File: src/rtl/fft_pkg.sv
// fft_pkg: shared constants, types and helpers for the 16-point FFT input stage.
// Imported by s_p, s_p_bank and s_p_if.
// bitrev4 is used only when S_P_BITREV_EN is defined.
package fft_pkg;

  localparam int DATA_W  = 34;
  localparam int N_POINT = 16;
  localparam int LANES   = 4;
  localparam int IDX_W   = 4;

  // Index of the last sample in a frame.
  localparam logic [IDX_W-1:0] LAST_IDX = IDX_W'(N_POINT - 1);

  // One 4-lane parallel beat, lane 0 in the LSBs.
  typedef logic [LANES*DATA_W-1:0] beat_t;

  typedef enum logic {
    IDLE = 1'b0,
    READ = 1'b1
  } rd_state_t;

  function automatic logic [IDX_W-1:0] bitrev4(input logic [IDX_W-1:0] idx);
    return {idx[0], idx[1], idx[2], idx[3]};
  endfunction

endpackage

File: src/rtl/s_p_if.sv
// s_p_if: serial sample input and 4-lane beat output of the FFT input stage.
// slave modport faces the s_p block; master modport faces the upstream/downstream side.
// No ready signals: the downstream core always accepts.
interface s_p_if;
  import fft_pkg::*;

  logic [DATA_W-1:0] data_in;
  logic              in_valid;
  logic              in_sof;
  beat_t             data_out;
  logic              out_valid;
  logic [1:0]        beat_idx;
  logic              frame_start;
  logic              align_err;

  modport master (
    output data_in, in_valid, in_sof,
    input  data_out, out_valid, beat_idx, frame_start, align_err
  );

  modport slave (
    input  data_in, in_valid, in_sof,
    output data_out, out_valid, beat_idx, frame_start, align_err
  );

endinterface

File: src/rtl/s_p_bank.sv
// s_p_bank: 16-entry sample store with indexed write and a 4-lane beat gather.
// Latency: write lands at the clock edge; gather read is combinational.
// Backpressure: none; a write happens whenever wr_en is high.
// S_P_BITREV_EN defined: beat b gathers four consecutive entries 4b..4b+3
// (the writer stores bit-reversed); undefined: beat b gathers stride-4 entries.
module s_p_bank
  import fft_pkg::*;
(
  input  logic              clk,
  input  logic              wr_en,
  input  logic [IDX_W-1:0]  wr_addr,
  input  logic [DATA_W-1:0] wr_dat,
  input  logic [1:0]        rd_beat,
  output beat_t             rd_dat
);

  logic [DATA_W-1:0] mem [N_POINT];

  // Sample storage; contents are intentionally not reset.
  always_ff @(posedge clk) begin
    if (wr_en) begin
      mem[wr_addr] <= wr_dat;
    end
  end

  // Gather the four lanes that make up the requested beat.
  always_comb begin
    rd_dat = '0;
    for (int l = 0; l < LANES; l++) begin
`ifdef S_P_BITREV_EN
      rd_dat[DATA_W*l +: DATA_W] = mem[{rd_beat, 2'(l)}];
`else
      rd_dat[DATA_W*l +: DATA_W] = mem[{2'(l), rd_beat}];
`endif
    end
  end

endmodule

File: src/rtl/s_p.sv
// s_p: serial-to-parallel FFT input stage; ping-pong banks, 4 beats of 4 lanes per frame.
// Latency: first beat registered 1 cycle after the 16th sample; beats on 4 consecutive cycles.
// Backpressure: none; in_valid low stalls the writer, the read side never stalls.
// S_P_BITREV_EN: when defined, samples are stored at bit-reversed indices (DIT order).
module s_p
  import fft_pkg::*;
(
  input  logic clk,
  input  logic rst_n,
  s_p_if.slave bus
);

  logic [IDX_W-1:0] wr_cnt;
  logic             wr_bank;
  logic [IDX_W-1:0] wr_idx;
  logic [IDX_W-1:0] wr_addr;
  logic             sof_mid;
  logic             frame_done;

  rd_state_t        state, state_nxt;
  logic             rd_bank, rd_bank_nxt;
  logic [1:0]       rd_beat, rd_beat_nxt;
  logic             beat_vld;

  beat_t            bank0_rd, bank1_rd, gather;

  // A start-of-frame mid-frame throws away the partial frame and restarts at index 0.
  assign sof_mid    = bus.in_valid & bus.in_sof & (wr_cnt != '0);
  assign wr_idx     = sof_mid ? '0 : wr_cnt;
  assign frame_done = bus.in_valid & (wr_idx == LAST_IDX);

`ifdef S_P_BITREV_EN
  assign wr_addr = bitrev4(wr_idx);
`else
  assign wr_addr = wr_idx;
`endif

  s_p_bank u_bank0 (
    .clk     (clk),
    .wr_en   (bus.in_valid & ~wr_bank),
    .wr_addr (wr_addr),
    .wr_dat  (bus.data_in),
    .rd_beat (rd_beat),
    .rd_dat  (bank0_rd)
  );

  s_p_bank u_bank1 (
    .clk     (clk),
    .wr_en   (bus.in_valid & wr_bank),
    .wr_addr (wr_addr),
    .wr_dat  (bus.data_in),
    .rd_beat (rd_beat),
    .rd_dat  (bank1_rd)
  );

  assign gather = rd_bank ? bank1_rd : bank0_rd;

  // Write counter and bank select; the 4-bit counter wraps 15 -> 0 on its own.
  always_ff @(posedge clk) begin
    if (!rst_n) begin
      wr_cnt  <= '0;
      wr_bank <= 1'b0;
    end else if (bus.in_valid) begin
      wr_cnt <= wr_idx + 1'b1;
      if (frame_done) begin
        wr_bank <= ~wr_bank;
      end
    end
  end

  // Read FSM state register.
  always_ff @(posedge clk) begin
    if (!rst_n) begin
      state   <= IDLE;
      rd_bank <= 1'b0;
      rd_beat <= 2'd0;
    end else begin
      state   <= state_nxt;
      rd_bank <= rd_bank_nxt;
      rd_beat <= rd_beat_nxt;
    end
  end

  // Read FSM next state: step through 4 beats; a completed frame always re-arms on its bank.
  always_comb begin
    state_nxt   = state;
    rd_bank_nxt = rd_bank;
    rd_beat_nxt = rd_beat;
    beat_vld    = 1'b0;
    case (state)
      IDLE: begin
        state_nxt = IDLE;
      end
      READ: begin
        beat_vld = 1'b1;
        if (rd_beat == 2'd3) begin
          state_nxt = IDLE;
        end else begin
          rd_beat_nxt = rd_beat + 2'd1;
        end
      end
    endcase
    if (frame_done) begin
      state_nxt   = READ;
      rd_bank_nxt = wr_bank;
      rd_beat_nxt = 2'd0;
    end
  end

  // Registered outputs; data_out holds its last beat while idle.
  always_ff @(posedge clk) begin
    if (!rst_n) begin
      bus.data_out    <= '0;
      bus.out_valid   <= 1'b0;
      bus.beat_idx    <= 2'd0;
      bus.frame_start <= 1'b0;
      bus.align_err   <= 1'b0;
    end else begin
      bus.out_valid   <= beat_vld;
      bus.beat_idx    <= beat_vld ? rd_beat : 2'd0;
      bus.frame_start <= beat_vld & (rd_beat == 2'd0);
      if (beat_vld) begin
        bus.data_out <= gather;
      end
      if (sof_mid) begin
        bus.align_err <= 1'b1;
      end
    end
  end

endmodule

File: src/flat_wrapper.sv
// flat-port wrapper written by rule: the top's interface ports become plain ports
module s_p_flat import fft_pkg::*;
  (clk, rst_n, bus_data_in, bus_in_valid, bus_in_sof, bus_data_out, bus_out_valid, bus_beat_idx, bus_frame_start, bus_align_err);
  s_p_if bus_i ();
  input  logic clk;
  input  logic rst_n;
  input wire logic [$bits(bus_i.data_in)-1:0] bus_data_in;
  input wire logic [$bits(bus_i.in_valid)-1:0] bus_in_valid;
  input wire logic [$bits(bus_i.in_sof)-1:0] bus_in_sof;
  output wire logic [$bits(bus_i.data_out)-1:0] bus_data_out;
  output wire logic [$bits(bus_i.out_valid)-1:0] bus_out_valid;
  output wire logic [$bits(bus_i.beat_idx)-1:0] bus_beat_idx;
  output wire logic [$bits(bus_i.frame_start)-1:0] bus_frame_start;
  output wire logic [$bits(bus_i.align_err)-1:0] bus_align_err;
  assign bus_i.data_in = bus_data_in;
  assign bus_i.in_valid = bus_in_valid;
  assign bus_i.in_sof = bus_in_sof;
  assign bus_data_out = bus_i.data_out;
  assign bus_out_valid = bus_i.out_valid;
  assign bus_beat_idx = bus_i.beat_idx;
  assign bus_frame_start = bus_i.frame_start;
  assign bus_align_err = bus_i.align_err;
  s_p u_core (.clk(clk), .rst_n(rst_n), .bus(bus_i));
endmodule
File: config.mk
export PLATFORM = sky130hd
export DESIGN_NAME = s_p_flat
export DESIGN_NICKNAME = d
export VERILOG_FILES = /design/src/rtl/fft_pkg.sv /design/src/rtl/s_p_if.sv /design/src/rtl/s_p_bank.sv /design/src/rtl/s_p.sv /design/src/flat_wrapper.sv
export SDC_FILE = /design/constraint.sdc
export NUM_CORES = 1
export LEC_CHECK = 0
export ABC_AREA = 1
export CAP_MARGIN = 20
export CORE_ASPECT_RATIO = 1.1
export CORE_UTILIZATION = 30
export CTS_CLUSTER_DIAMETER = 80
export DETAILED_ROUTE_END_ITERATION = 6
export GPL_TIMING_DRIVEN = 0
export PLACE_DENSITY_LB_ADDON = 0.15
export SYNTH_ARGS = -nofsm -noshare
export SYNTH_HDL_FRONTEND = slang
export SYNTH_SLANG_ARGS = --single-unit
File: constraint.sdc
create_clock -name clk -period 9.5 [get_ports clk]
set_input_delay 0.95 -clock clk [delete_from_list [all_inputs] [get_ports clk]]
set_output_delay 0.95 -clock clk [all_outputs]
set_load 0.02 [all_outputs]
==> metrics.csv <==
metric,value,unit
Synth Register Bits,1240,
Yosys cell types,21,
total wire length,173900,µm
most frequent cells in the layout,"nand2_1, inv_1, edfxtp_1",
Via-to-Cell Ratio,4.533,
Syn Area/Cell,10.28,µm²
FP Rows,159,
Fin. Hold Viols,0,
die height,437.0,µm
power density over cell area,182.2,mW/mm²
R2R Setup Slk,6.17,ns
measured slew at the worst slew-check pin,1.093,ns
worst-path cell chain,"clkdlybuf4s50_1, nand2_1, inv_1, nand2_1, nand2_1, ha_1, inv_1, nor3_2, buf_6, buf_6, buf_6",
RSZ-0062 raised after global routing,no,
first-pass GRT wire length,247100,µm
drt drc,0,
# IOs,179,
max-capacitance violation count,0,
Max Clock Skew,0.02685,ns
Leak,26.26,nW
"most common cell after layout, fill and taps aside",nand2_1,
Max clock buf depth,3,
vias in the first global route,34270,
Post-CTS Repair Setup Buffers,0,
Fmax,288.8,MHz
Yosys warning count,0,
Congestion Overflow GR,0,
Final HPWL DP,119500,µm
Hold WC Path Type,in -> reg,
drt initial violations,2903,
worst vdd ir,0.1916,mV
largest net degree at the start of global routing,33,
via count,35350,
Syn Inst Count,5020,
Post-Syn Area,0.05160,mm²
Die Footprint,0.1737,mm²
worst skew pair latency,0.77,ns
CTS tree,yes,
synthesized net count,5064,
clk slew on worst S/H paths,0.06,ns
Initial Utilization,0.3023,
dpl cells,7554,
layout cell share with drive strength beyond 1,0.09104,
Area Growth Syn to Fin,20.54,%
Fin Hold WS,0.4487,ns
DR pass1 iterations,5,
Non-Filler Instances,7798,
max-slew violation count,0,
initial antenna violation count,16,
Setup Crit Path Kind,in -> reg,
crit-path max FO,9,
fillers,16860,
clk root buf,clkbuf_16,
CORE AREA,0.1707,mm²
Post-CTS Hold Buffers,0,
CTS Buf Count,134,
status,completed,
CP peak stage delay,0.80,ns
"Seq/Total Area, Yosys",0.6921,
GRT Total Usage,0.1999,
wire per inst,22.31,µm
H-tree depth,4,
relative slew slack,0.2712,
Post-DRT Antenna Nets,0,
CP startpoint kind,input pin,
fin crit share,0.3644,
Crit. End Element,register,
post-layout minimum cycle time,3.462,ns
CP required,9.96,ns
Die Span X,397.4,µm
Slowest cell on crit path,nor3_2,
RePlAce Congestion,0.7760,
port buffer count,177,
Final setup viols,0,
total negative setup slack,0,ns
CTS resizes,0,
clk sinks,1240,
final net count,5480,
WP data arrival,3.92,ns
## kinds of logic (layout without fill, tap and decap cells)
group,Yosys count,after routing,share of synthesized area
and+or+nand+nor,2117,2117,0.1745
buffers and inverters,1373,1889,0.1043
other,0,8,0
DFF,1240,1240,0.6921
adders and majority gates,6,6,0.001455
xor gates and xnor gates,1,1,0.0001698
AOI/OAI and AO/OA,283,283,0.02747
## path summary, 6_finish.rpt
kind	end	start	cells past startpoint
max	u_core.u_bank1.mem[12][22]	bus_in_valid	11
min reg2reg	u_core.bus.data_out[83]	u_core.bus.data_out[83]	2
max reg2reg	u_core.bus.data_out[109]	u_core.state	5
min	u_core.u_bank1.mem[0][20]	bus_data_in[20]	1
## metrics by stage
step           power, W  worst slack (ns)  utilization  instance area [µm²]
2_1_floorplan  0.006146             5.014            -                51600
3_3_place_gp   0.006338            0.9771       0.3292                56190
3_5_place_dp   0.006366             5.256       0.3398                58010
4_1_cts         0.01145             5.984       0.3643                62180
5_1_grt         0.01165             5.946       0.3643                62180
6_report        0.01133             6.038       0.3644                62200
## cells in the mapped netlist
library cell | number | area share
nand2_1 | 1248 | 0.091
inv_1 | 1111 | 0.081
edfxtp_1 | 1088 | 0.63
nand3_1 | 820 | 0.080
dfxtp_1 | 152 | 0.059
buf_2 | 150 | 0.015
a21oi_1 | 140 | 0.014
o21ai_0 | 125 | 0.012
clkbuf_1 | 79 | 0.0057
nor2_1 | 34 | 0.0025
buf_1 | 25 | 0.0018
o21ai_1 | 17 | 0.0016
nor3_1 | 12 | 0.0012
ha_1 | 6 | 0.0015
buf_6 | 5 | 0.0011
inv_2 | 2 | 0.00015
nor3_2 | 2 | 0.00039
buf_4 | 1 | 0.00015
o22ai_1 | 1 | 0.00012
or2_2 | 1 | 0.00012
xor2_1 | 1 | 0.00017
## layout make-up
class / instances / area (µm²) / share of cell area
sequential: 1240 / 35710 / 0.5742
multi-input combinational: 2407 / 10700 / 0.1721
inverter: 1113 / 4178 / 0.06717
clock buffer: 193 / 3769 / 0.06059
timing repair buffer: 280 / 3383 / 0.05440
tap: 2254 / 2820 / 0.04534
buffer: 260 / 1206 / 0.01939
clock inverter: 43 / 402.9 / 0.006478
antenna: 8 / 20.02 / 0.0003219
## layer usage
metal  global-route usage  routed length (µm)  part of all wire  vias up
li1                     -                   -                 -    16960
met1               0.2613               75540              0.43    17270
met2               0.3440               86220              0.50      921
met3              0.02826                8250             0.047      196
met4              0.05304                3911             0.022        2
met5                    0                  14          0.000080        -
## sequential cells by signal (all words and copies together), names as in the netlist, named ones only
register and count:
u_core.wr_cnt 4, u_core.u_bank1.mem 544, u_core.bus.align_err 1, u_core.bus.out_valid 1
u_core.state 1, u_core.u_bank0.mem 544, u_core.bus.beat_idx 2, u_core.bus.frame_start 1
u_core.rd_beat 2, u_core.wr_bank 1, u_core.bus.data_out 136, u_core.rd_bank 1
## power by group
part           switching, W  internal (W)
clock network       0.00215       0.00294
registers        0.00000825       0.00596
logic              0.000214     0.0000655
## critical path: cells and delay by family
kind / cells / cell delay (ns)
buffers and inverters: 6 / 1.50
adders and majority gates: 1 / 0.22
and+or+nand+nor: 4 / 1.23
(Power assumes the default switching activity.)
